**config.mk**
```make
export PLATFORM = sky130hd
export DESIGN_NAME = traffic_sig_ctrl_flat
export DESIGN_NICKNAME = d
export VERILOG_FILES = /design/src/rtl/traffic_sig_ctrl_if.sv /design/src/rtl/traffic_sig_ctrl.sv /design/src/flat_wrapper.sv
export SDC_FILE = /design/constraint.sdc
export NUM_CORES = 1
export LEC_CHECK = 0
export BUFFER_PORTS_ARGS = -buffer_cell sky130_fd_sc_hd__clkbuf_2
export CAP_MARGIN = 20
export CORE_MARGIN = 10
export CORE_UTILIZATION = 40
export CTS_BUF_LIST = sky130_fd_sc_hd__clkbuf_4
export DETAILED_ROUTE_END_ITERATION = 6
export GPL_ROUTABILITY_DRIVEN = 0
export RECOVER_POWER = 100
export SYNTH_ARGS = -nofsm -noshare
export SYNTH_HDL_FRONTEND = slang
export SYNTH_SLANG_ARGS = --single-unit
```
**constraint.sdc**
```tcl
create_clock -name clock -period 3.95 [get_ports clock]
set_input_delay 0.1975 -clock clock [delete_from_list [all_inputs] [get_ports clock]]
set_output_delay 0.1975 -clock clock [all_outputs]
set_load 0.005 [all_outputs]
```
**src/rtl/traffic_sig_ctrl_if.sv**
```systemverilog
// rtl/traffic_sig_ctrl_if.sv - sensor/button inputs and lamp/status outputs of the traffic controller
//
// Signals:
//   X        country-road vehicle sensor (level)
//   ped_req  pedestrian button (pulse)
//   hwy      highway lamp     RED=0 YELLOW=1 GREEN=2
//   cntry    country lamp     same encoding
//   ped_walk walk signal
//   ped_wait pedestrian request pending
//   state_o  current state code (debug)
// The master modport is the environment; the slave modport is the controller.
interface traffic_sig_ctrl_if;
    logic       X;
    logic       ped_req;
    logic [1:0] hwy;
    logic [1:0] cntry;
    logic       ped_walk;
    logic       ped_wait;
    logic [2:0] state_o;

    modport master (
        output X,
        output ped_req,
        input  hwy,
        input  cntry,
        input  ped_walk,
        input  ped_wait,
        input  state_o
    );

    modport slave (
        input  X,
        input  ped_req,
        output hwy,
        output cntry,
        output ped_walk,
        output ped_wait,
        output state_o
    );
endinterface

```
**src/rtl/traffic_sig_ctrl.sv**
```systemverilog
// rtl/traffic_sig_ctrl.sv - highway/country road signal controller with pedestrian phase
//
// Ports:
//   clock  rising-edge clock for all state
//   clear  synchronous active-high reset; loads HG, timer 0, no pending request
//   bus    traffic_sig_ctrl_if.slave: X, ped_req in; hwy, cntry, ped_walk, ped_wait, state_o out
// Parameters: TW timer width; GREEN_MIN, YELLOW_TIME, ALLRED_TIME, PED_TIME, CNTRY_MAX
// phase durations in cycles, each in 1 .. 2^TW-1, with CNTRY_MAX >= GREEN_MIN.
module traffic_sig_ctrl #(
    parameter int TW          = 8,
    parameter int GREEN_MIN   = 4,
    parameter int YELLOW_TIME = 3,
    parameter int ALLRED_TIME = 2,
    parameter int PED_TIME    = 5,
    parameter int CNTRY_MAX   = 8
) (
    input  logic                 clock,
    input  logic                 clear,
    traffic_sig_ctrl_if.slave    bus
);

    typedef enum logic [2:0] {
        S_HG  = 3'd0,
        S_HY  = 3'd1,
        S_AR1 = 3'd2,
        S_PED = 3'd3,
        S_CG  = 3'd4,
        S_CY  = 3'd5,
        S_AR2 = 3'd6,
        S_BAD = 3'd7
    } state_t;

    localparam logic [1:0] LAMP_RED    = 2'd0;
    localparam logic [1:0] LAMP_YELLOW = 2'd1;
    localparam logic [1:0] LAMP_GREEN  = 2'd2;

    // Timer value seen in the last cycle of each phase (timer counts from 0).
    localparam logic [TW-1:0] L_GREEN_LAST  = TW'(GREEN_MIN - 1);
    localparam logic [TW-1:0] L_YELLOW_LAST = TW'(YELLOW_TIME - 1);
    localparam logic [TW-1:0] L_ALLRED_LAST = TW'(ALLRED_TIME - 1);
    localparam logic [TW-1:0] L_PED_LAST    = TW'(PED_TIME - 1);
    localparam logic [TW-1:0] L_CNTRY_LAST  = TW'(CNTRY_MAX - 1);
    localparam logic [TW-1:0] L_TIMER_MAX   = {TW{1'b1}};
    localparam logic [TW-1:0] L_TIMER_ONE   = TW'(1);

    state_t          r_state;
    state_t          w_next;
    logic [TW-1:0]   r_timer;
    logic            r_ped_wait;
    logic            w_ped_go;
    logic [1:0]      w_hwy;
    logic [1:0]      w_cntry;

    always_ff @(posedge clock) begin
        if (clear) begin
            r_state <= S_HG;
        end else begin
            r_state <= w_next;
        end
    end

    always_comb begin
        w_next   = r_state;
        w_ped_go = 1'b0;
        case (r_state)
            S_HG: begin
                if (r_timer >= L_GREEN_LAST && (bus.X || r_ped_wait)) begin
                    w_next = S_HY;
                end
            end
            S_HY: begin
                if (r_timer == L_YELLOW_LAST) begin
                    w_next = S_AR1;
                end
            end
            S_AR1: begin
                if (r_timer == L_ALLRED_LAST) begin
                    if (r_ped_wait) begin
                        w_next   = S_PED;
                        w_ped_go = 1'b1;
                    end else begin
                        w_next = S_CG;
                    end
                end
            end
            S_PED: begin
                if (r_timer == L_PED_LAST) begin
                    w_next = bus.X ? S_CG : S_HG;
                end
            end
            S_CG: begin
                // Minimum green once the country road empties; hard cap otherwise.
                if ((r_timer >= L_GREEN_LAST && !bus.X) || r_timer == L_CNTRY_LAST) begin
                    w_next = S_CY;
                end
            end
            S_CY: begin
                if (r_timer == L_YELLOW_LAST) begin
                    w_next = S_AR2;
                end
            end
            S_AR2: begin
                if (r_timer == L_ALLRED_LAST) begin
                    w_next = S_HG;
                end
            end
            default: begin
                w_next = S_HG;
            end
        endcase
    end

    // Phase timer and pedestrian latch. The latch is cleared on the edge that
    // enters PED, and button presses on that edge or during PED are dropped
    // because that walk phase already serves them.
    always_ff @(posedge clock) begin
        if (clear) begin
            r_timer    <= '0;
            r_ped_wait <= 1'b0;
        end else begin
            if (w_next != r_state) begin
                r_timer <= '0;
            end else if (r_timer != L_TIMER_MAX) begin
                r_timer <= r_timer + L_TIMER_ONE;
            end

            if (w_ped_go) begin
                r_ped_wait <= 1'b0;
            end else if (bus.ped_req && r_state != S_PED) begin
                r_ped_wait <= 1'b1;
            end
        end
    end

    always_comb begin
        w_hwy   = LAMP_RED;
        w_cntry = LAMP_RED;
        case (r_state)
            S_HG:    w_hwy   = LAMP_GREEN;
            S_HY:    w_hwy   = LAMP_YELLOW;
            S_CG:    w_cntry = LAMP_GREEN;
            S_CY:    w_cntry = LAMP_YELLOW;
            default: begin
                w_hwy   = LAMP_RED;
                w_cntry = LAMP_RED;
            end
        endcase
    end

    assign bus.hwy      = w_hwy;
    assign bus.cntry    = w_cntry;
    assign bus.ped_walk = (r_state == S_PED);
    assign bus.ped_wait = r_ped_wait;
    assign bus.state_o  = r_state;

endmodule

```
**src/flat_wrapper.sv**
```systemverilog
// flat-port wrapper written by rule: the top's interface ports become plain ports
module traffic_sig_ctrl_flat 
#(
    parameter int TW          = 8,
    parameter int GREEN_MIN   = 4,
    parameter int YELLOW_TIME = 3,
    parameter int ALLRED_TIME = 2,
    parameter int PED_TIME    = 5,
    parameter int CNTRY_MAX   = 8
)
  (clock, clear, bus_X, bus_ped_req, bus_hwy, bus_cntry, bus_ped_walk, bus_ped_wait, bus_state_o);
  traffic_sig_ctrl_if bus_i ();
  input  logic clock;
  input  logic clear;
  input wire logic [$bits(bus_i.X)-1:0] bus_X;
  input wire logic [$bits(bus_i.ped_req)-1:0] bus_ped_req;
  output wire logic [$bits(bus_i.hwy)-1:0] bus_hwy;
  output wire logic [$bits(bus_i.cntry)-1:0] bus_cntry;
  output wire logic [$bits(bus_i.ped_walk)-1:0] bus_ped_walk;
  output wire logic [$bits(bus_i.ped_wait)-1:0] bus_ped_wait;
  output wire logic [$bits(bus_i.state_o)-1:0] bus_state_o;
  assign bus_i.X = bus_X;
  assign bus_i.ped_req = bus_ped_req;
  assign bus_hwy = bus_i.hwy;
  assign bus_cntry = bus_i.cntry;
  assign bus_ped_walk = bus_i.ped_walk;
  assign bus_ped_wait = bus_i.ped_wait;
  assign bus_state_o = bus_i.state_o;
  traffic_sig_ctrl #(.TW(TW), .GREEN_MIN(GREEN_MIN), .YELLOW_TIME(YELLOW_TIME), .ALLRED_TIME(ALLRED_TIME), .PED_TIME(PED_TIME), .CNTRY_MAX(CNTRY_MAX)) u_core (.clock(clock), .clear(clear), .bus(bus_i));
endmodule
```
# After elaboration in Yosys (flattened, before gate mapping)
# Cells that the tools add are included.
# Widths: inputs -> output; s select.
word_totals:
  input_bits: 4
  output_inout_bits: 9
  register_bits: 12
  elab_cells: 42
classes:
  n_eq_ne: 13
  muxes: 15
  addsub: 1
  n_lt_le_gt_ge: 1
  n_reduce_logical: 9
op_table:
  columns: ["op", "count"]
  rows:
  - ["$mux 3", 9]
  - ["$pmux 3 s7", 1]
  - ["$eq 8x3->1 const B", 2]
  - ["$eq 3x3->1 const B", 3]
  - ["$add 8x1->8 const B", 1]
  - ["$eq 8x1->1 const B", 1]
  - ["$eq 8x2->1 const B", 1]
  - ["$ge 8x2->1 const B", 1]
  - ["$ne 8x8->1 const B", 1]
  - ["$pmux 2 s2", 2]
  - ["$eq 3x2->1 const B", 2]
  - ["$reduce_or 2->1", 2]
  - ["$eq 3x1->1 const B", 1]
  - ["$logic_and 1x1->1", 3]
  - ["$logic_not 3->1", 1]
  - ["$mux 1", 3]
  - ["$ne 3x2->1 const B", 1]
  - ["$ne 3x3->1", 1]
  - ["$logic_or 1x1->1", 2]
  - ["$logic_not 1->1", 1]

# Logic depth before layout (Yosys ltp)
# Gate-level depths: netlist of run 1.
depth:
  ltp_word: 7
  depth_mapped: 7
  mapped_depth_nobuf: 7

# Worst setup path after synthesis of run 1
# OpenSTA, ideal clock, no wires.
synth_path:
  kind: "register to register"
  from: "register u_core.r_timer[3]"
  to: "register u_core.r_timer[6]"
  synth_period_minus_slack_ns: 1.939
  setup_slack_ns: 2.011
  t_required_ns: 3.862
  setup_ns: 0.088
  stages_incl_launch_ff: 7
  arrival_ns: 1.851
  n_path_buf: 1
  cell_sequence: "dfxtp_1 > or4_1 > buf_2 > o32a_1 > o21ai_2 > o211ai_4 > nor4_2"
synth_between:
  elab_chain_cells: 7
  word_cells_on_any_way: 20
  cone_classes: "add/sub: 1; order compare: 1; eq/ne: 6; mux: 8; reduce/logical: 4"
synth_rtl:
  columns: ["element", "line", "text"]
  rows:
  - ["start, declared", "traffic_sig_ctrl.sv:48", "logic [TW-1:0] r_timer;"]
  - ["start signal, assigned", "traffic_sig_ctrl.sv:124", "r_timer <= r_timer + L_TIMER_ONE;"]
  - ["$ge 8x2->1", "traffic_sig_ctrl.sv:67, traffic_sig_ctrl.sv:93", null]
  - ["$logic_and 1x1->1", "traffic_sig_ctrl.sv:93", "if ((r_timer >= L_GREEN_LAST && !bus.X) || r_timer == L_CNTRY_LAST) begin"]
  - ["$logic_or 1x1->1", "traffic_sig_ctrl.sv:93", null]
  - ["$mux 3", "traffic_sig_ctrl.sv:93", null]
  - ["$pmux 3 s7", "traffic_sig_ctrl.sv:65", "case (r_state)"]
  - ["$ne 3x3->1", "traffic_sig_ctrl.sv:121", "if (w_next != r_state) begin"]
  - ["$reduce_or 2->1 (no source line)", null, null]
# Parallel ways exist; a longest one is shown, timed or not.
# A chain may end at the register's enable or synchronous reset.

# Final worst setup path of run 1
layout_path:
  from: "register u_core.r_timer[3]"
  to: "register u_core.r_timer[5]"
# Same word-level chain as after synthesis.

==> run metrics, run 1 <==
DRT iter0 DRCs=41; initial core utilization=0.410; Leak=~0.36 nW; r2r worst-path depth=5; drt via density=5.64; first-pass GRT wire length=between 3000 and 4000 um; initial antenna violation count=0; async set-or-reset flop fraction in the synthesized netlist=0; post-synth design cell area=890 um^2; PortBufs=12; crit path DAT=between 2 and 3 ns; Synthesis Warnings=0; CP required=about 4 ns; Die Footprint=around 4500 um^2; DR vias=about 840; io pins=13; area fraction of the dominant cell type after synthesis=0.270; Worst-Margin Slew=0.761 ns; Std-Cell Rows=17; count of different cell masters after synthesis=between 40 and 50; outcome=finished clean; maximum vdd ir drop=roughly 200 uV; kind of critical path=reg -> reg; Gate Count Post-Synth=112; layout cells sized above 1=0.140; Die Width=about 67 um; post-CTS sizing=0; Placed Instances=145; H-tree Lvls=1; CTS tree=built; Post-CTS Setup Inserts=0; Final Non-Filler Cells=~150; largest net degree at the start of global routing=17; Remaining Overflow, GRT=0; Num CTS Buffers=3; CP Capture Type=register; CP Launch Type=register; Final #Nets=between 100 and 150; Max Fclk=~0.42 GHz; min-delay worst type=in -> reg; antenna cells=0; Clk pin slew, worst setup/hold paths=~0.080 ns; hold depth=2; post-route ant nets=0; min-delay src=clear; area grow syn2layout=7.74%; # Max-Cap Violations=0; post-synth top area cell=dfxtp_1; delay-heaviest family, CP=compound AO/OA/AOI/OAI gates; clk_skew=0.00352 ns; Worst R2R End=u_core.r_timer[5]$_SDFFE_PP0P_; WHS Endpoint=u_core.bus.state_o[1]$_SDFF_PP0_; core area=2170 um^2; Synth Flop Type=dfxtp_1; number of synthesized register bits=12; slowest CP cell=or4_1; unrepaired setup endpoints after global routing=false; clk root buf=clkbuf_4; Total Wirelength=2170 um; Post-synth top cells=12 x dfxtp_1, 11 x nor2_1, 7 x nand2_1, 7 x nor3_1, 6 x inv_1; Buf+Inv Stages, Crit Path=0; wire length per cell=approximately 15 um; Clk Latency, worst-skew pair=0.27 ns; fin. max-slew vios=0; r2r setup slk=roughly 1.6 ns; cts hold-fix bufs=0; number of synthesized flops with an enable pin=0; CP cell instances=or4_1, o32a_1, o21ai_2, o211ai_1, a2111oi_0; top cells by area, synth=dfxtp_1 27%, ha_1 5.6%, nor2_1 4.6%, nor4_2 4.2%, nor3_1 3.9%; Power Density=about 310 nW/um^2; critical path peak fanout=8; Final Setup Violations=0; DRC violation count after routing=0; Fillers=approximately 250; crit path time final=2.39 ns; Relative slew margins=0.491; vias in the first global route=slightly below 800; final worst path period share=0.605; Die Ht=between 60 and 70 um; CTS Buffer Depth=2; TritonRoute pass-1 iters=4; final number of hold-violating endpoints=0; sequential share of the synthesized area=0.270; CP peak stage delay=approximately 0.7 ns; Synth Area per Inst=roughly 7.9 um^2; GRT Resource Usage Total=0.0995; TNS Setup=0 ns; Final HPWL DP=around 1600 um; Sink Count=12; count leader, synth=dfxtp_1; FF-to-FF Start=u_core.r_timer[3]$_SDFFE_PP0P_; Net Count, Synth=120
[power breakdown]
group / internal [W] / switching, W
registers: 0.000129 / 0.0000170
clock network: 0.0000366 / 0.0000417
logic: 0.0000334 / 0.0000431
[how the worst max path moves through the flow]
| stage | startpoint | to | slack, ns | cells past startpoint |
|---|---|---|---|---|
| after floorplan | u_core.r_timer[3]$_SDFFE_PP0P_ | u_core.r_timer[6]$_SDFFE_PP0P_ | 2.01 | 6 |
| final | u_core.r_timer[3]$_SDFFE_PP0P_ | u_core.r_timer[5]$_SDFFE_PP0P_ | 1.56 | 5 |
| after CTS | u_core.r_timer[3]$_SDFFE_PP0P_ | u_core.r_timer[4]$_SDFFE_PP0P_ | 1.77 | 5 |
| after detailed placement | u_core.r_timer[3]$_SDFFE_PP0P_ | u_core.r_timer[4]$_SDFFE_PP0P_ | 1.78 | 5 |
| after global placement | u_core.r_timer[3]$_SDFFE_PP0P_ | u_core.r_timer[7]$_SDFFE_PP0P_ | 1.80 | 5 |
| after global routing | u_core.r_timer[3]$_SDFFE_PP0P_ | u_core.r_timer[5]$_SDFFE_PP0P_ | 1.37 | 5 |
[layout make-up]
type	instances	area, um^2	share of cell area
Tap cell	28	35.0	0.0366
Timing Repair Buffer	12	55.1	0.0574
Clock inverter	1	3.75	0.00392
Sequential cell	12	240	0.251
Inverter	6	22.5	0.0235
Multi-Input combinational cell	87	579	0.604
Clock buffer	3	22.5	0.0235
[stage by stage]
| step | total power [W] | utilization | hold slack [ns] | instance area [um^2] | setup slack, ns |
|---|---|---|---|---|---|
| 2_1_floorplan | 0.000205 | - | 0.267 | 890 | 2.01 |
| 3_3_place_gp | 0.000228 | 0.441 | 0.439 | 957 | 1.80 |
| 3_5_place_dp | 0.000229 | 0.441 | 0.448 | 957 | 1.78 |
| 4_1_cts | 0.000309 | 0.453 | 0.157 | 983 | 1.77 |
| 5_1_grt | 0.000322 | 0.442 | 0.153 | 958 | 1.37 |
| 6_report | 0.000301 | 0.442 | 0.160 | 958 | 1.56 |
[cells in the final DEF, fill, tap and decap left out, types with 2 or more instances in the layout]
cell | netlist | routed
a21boi_0 | 2 | 2
nand2b_1 | 2 | 2
and2_1 | 2 | 2
clkbuf_2 | 0 | 8
or3_1 | 2 | 2
nand3_1 | 4 | 4
clkbuf_4 | 0 | 3
nor3_1 | 7 | 7
a31oi_1 | 3 | 3
clkbuf_1 | 5 | 4
o21ai_0 | 4 | 4
nand2_1 | 7 | 7
nor2b_1 | 3 | 3
nor3b_1 | 3 | 3
inv_1 | 6 | 6
ha_1 | 4 | 4
and4_1 | 3 | 3
nor4_2 | 3 | 3
a2111oi_0 | 1 | 2
a21oi_1 | 5 | 5
nor2_1 | 11 | 11
xnor2_1 | 2 | 2
dfxtp_1 | 12 | 12
[state kept, by name, summed over array words and instances (netlist names)]
| register | flops |
|---|---|
| u_core.r_timer | 8 |
| u_core.bus.state_o | 3 |
| u_core.bus.ped_wait | 1 |
[worst reg2reg max path, stage by stage (launching register included)]
cell	delay [ns]
dfxtp_1	0.37
or4_1	0.68
o32a_1	0.35
o21ai_2	0.13
o211ai_1	0.32
a2111oi_0	0.41
[cell families after synthesis]
kind of cell / synth area share
fa+ha+maj: 0.0563
compound gates: 0.239
xor+xnor: 0.0197
simple gates: 0.359
buf+inv: 0.0562
flops: 0.270
[metal layers]
layer | vias up | global-route usage | share of wire
li1 | 433 | - | -
met1 | 384 | 0.126 | 0.45
met2 | 22 | 0.153 | 0.47
met3 | 2 | 0.0479 | 0.075
met4 | 0 | 0.0154 | 0.0065
met5 | - | 0 | 0
No activity file was read; power rests on OpenSTA's default activity.
==> run 2: changes to the inputs <==
Clock period 3.95 ns to 2.22 ns, I/O delays scaled along.
==> run metrics, run 2 (synthesis results as in run 1) <==
outcome=finished clean; Final #Nets=approximately 140; initial core utilization=0.410; min-delay src=clear; # Max-Cap Violations=0; Final Setup Violations=0; FF-to-FF Start=u_core.r_timer[7]$_SDFFE_PP0P_; CP required=between 2 and 2.5 ns; leading cell type in the layout, fill and taps excluded=dfxtp_1; Leak=approximately 0.39 nW; Total Wirelength=roughly 2400 um; Power Density=548 nW/um^2; Int Power=roughly 0.00036 W; critical path peak fanout=7; max reg flops=8; final worst path period share=0.913; crit path DAT=2.19 ns; maximum vdd ir drop=417 uV; Final Non-Filler Cells=between 150 and 200; post-route ant nets=0; min-delay worst type=in -> reg; final number of hold-violating endpoints=0; Clk pin slew, worst setup/hold paths=0.08 ns; most frequent cells in the layout=12 x dfxtp_1, 11 x nor2_1, 9 x clkbuf_2; CTS Buffer Depth=2; register bank with the most flops=u_core.r_timer; Remaining Overflow, GRT=0; DRC violation count after routing=0; Num CTS Buffers=3; Die Ht=approximately 67 um; r2r worst-path depth=5; area grow syn2layout=15.0%; io pins=13; sw power=roughly 0.00020 W; clock group share of total power=0.261; WHS Endpoint=u_core.bus.state_o[0]$_SDFF_PP0_; TNS Setup=0 ns; clk_skew=around 0.0046 ns; wire length per cell=about 15 um; DR vias=888; Worst-Margin Slew=around 0.56 ns; CP Capture Type=register; TritonRoute pass-1 iters=4; Sw Share=0.352; H-tree Lvls=1; Die Width=between 60 and 70 um; r2r setup slk=~0.19 ns; drt via density=5.73; vias in the first global route=909; Fillers=247; Post-CTS Setup Inserts=0; Die Footprint=around 4500 um^2; layout cells sized above 1=0.205; Sink Count=12; crit path time final=about 2.0 ns; hold depth=2; fin. max-slew vios=0; first-pass GRT wire length=4150 um; Util after Layout=0.472; cts hold-fix bufs=0; CTS tree=built; combined area of the multi-input logic cells=slightly above 600 um^2; fin area=a little over 1000 um^2; largest net degree at the start of global routing=13; Seq pwr share=0.443; Relative slew margins=0.620; unrepaired setup endpoints after global routing=false; kind of critical path=reg -> reg; clk root buf=clkbuf_4; DRT iter0 DRCs=58; Clk Latency, worst-skew pair=approximately 0.28 ns; CP Launch Type=register; antenna cells=0; GRT Resource Usage Total=0.116; dpl cell area=around 1000 um^2; Std-Cell Rows=17; Comb pwr share=0.296; Placed Instances=around 150; core area=~2200 um^2; register area=about 240 um^2; post-CTS sizing=0; Max Fclk=roughly 0.49 GHz; Final HPWL DP=around 1800 um; Worst R2R End=u_core.r_timer[4]$_SDFFE_PP0P_; worst hold slack=just under 0.06 ns; initial antenna violation count=0; PortBufs=12
==> run 2: worst max path at each step <==
stage	start	endpoint	slack [ns]	cells past startpoint
2_1_floorplan	u_core.r_timer[3]$_SDFFE_PP0P_	u_core.r_timer[6]$_SDFFE_PP0P_	0.28	6
3_3_place_gp	u_core.r_timer[7]$_SDFFE_PP0P_	u_core.r_timer[7]$_SDFFE_PP0P_	0.08	5
3_5_place_dp	u_core.r_timer[7]$_SDFFE_PP0P_	u_core.r_timer[4]$_SDFFE_PP0P_	0.04	5
4_1_cts	u_core.r_timer[7]$_SDFFE_PP0P_	u_core.r_timer[4]$_SDFFE_PP0P_	0.01	5
5_1_grt	u_core.r_timer[1]$_SDFFE_PP0P_	u_core.r_timer[5]$_SDFFE_PP0P_	0.05	7
6_report	u_core.r_timer[7]$_SDFFE_PP0P_	u_core.r_timer[4]$_SDFFE_PP0P_	0.19	5
==> run 2: cell type report <==
| class | instances | share of cell area |
|---|---|---|
| multi-input combinational | 87 | 0.592 |
| sequential | 12 | 0.235 |
| clock buffer | 3 | 0.0220 |
| timing repair buffer | 18 | 0.0917 |
| inverter | 6 | 0.0220 |
| clock inverter | 1 | 0.00367 |
| tap | 28 | 0.0342 |
==> run 2: worst max-delay path: stages, from the launching register on <==
cell      delay [ns]
dfxtp_1         0.37
or4_4           0.59
nor3b_1         0.47
a221oi_2        0.18
nand2_2         0.21
nor3_1          0.08
==> run 2: layer usage <==
| metal | track usage | vias to the layer above | wire, um |
|---|---|---|---|
| met3 | 0.0331 | 5 | 163 |
| met2 | 0.187 | 27 | 1140 |
| met4 | 0.0667 | 0 | 50 |
| met5 | 0 | - | 0 |
| met1 | 0.136 | 410 | 1010 |
| li1 | - | 446 | - |
==> run 2: metrics by stage <==
stage / total power (W) / setup slack [ns]
global placement: 0.000417 / 0.0818
floorplan: 0.000365 / 0.281
global route: 0.000605 / 0.0512
detailed placement: 0.000421 / 0.0365
CTS: 0.000568 / 0.0142
finish: 0.000561 / 0.194
==> run 2: power groups by stage <==
stage                     clock (W)  sequential [W]  combinational (W)
final                      0.000146        0.000249           0.000166
after global routing       0.000164        0.000254           0.000187
after CTS                  0.000151        0.000249           0.000168
after detailed placement          0        0.000254           0.000167
after global placement            0        0.000253           0.000164
after floorplan                   0        0.000250           0.000115
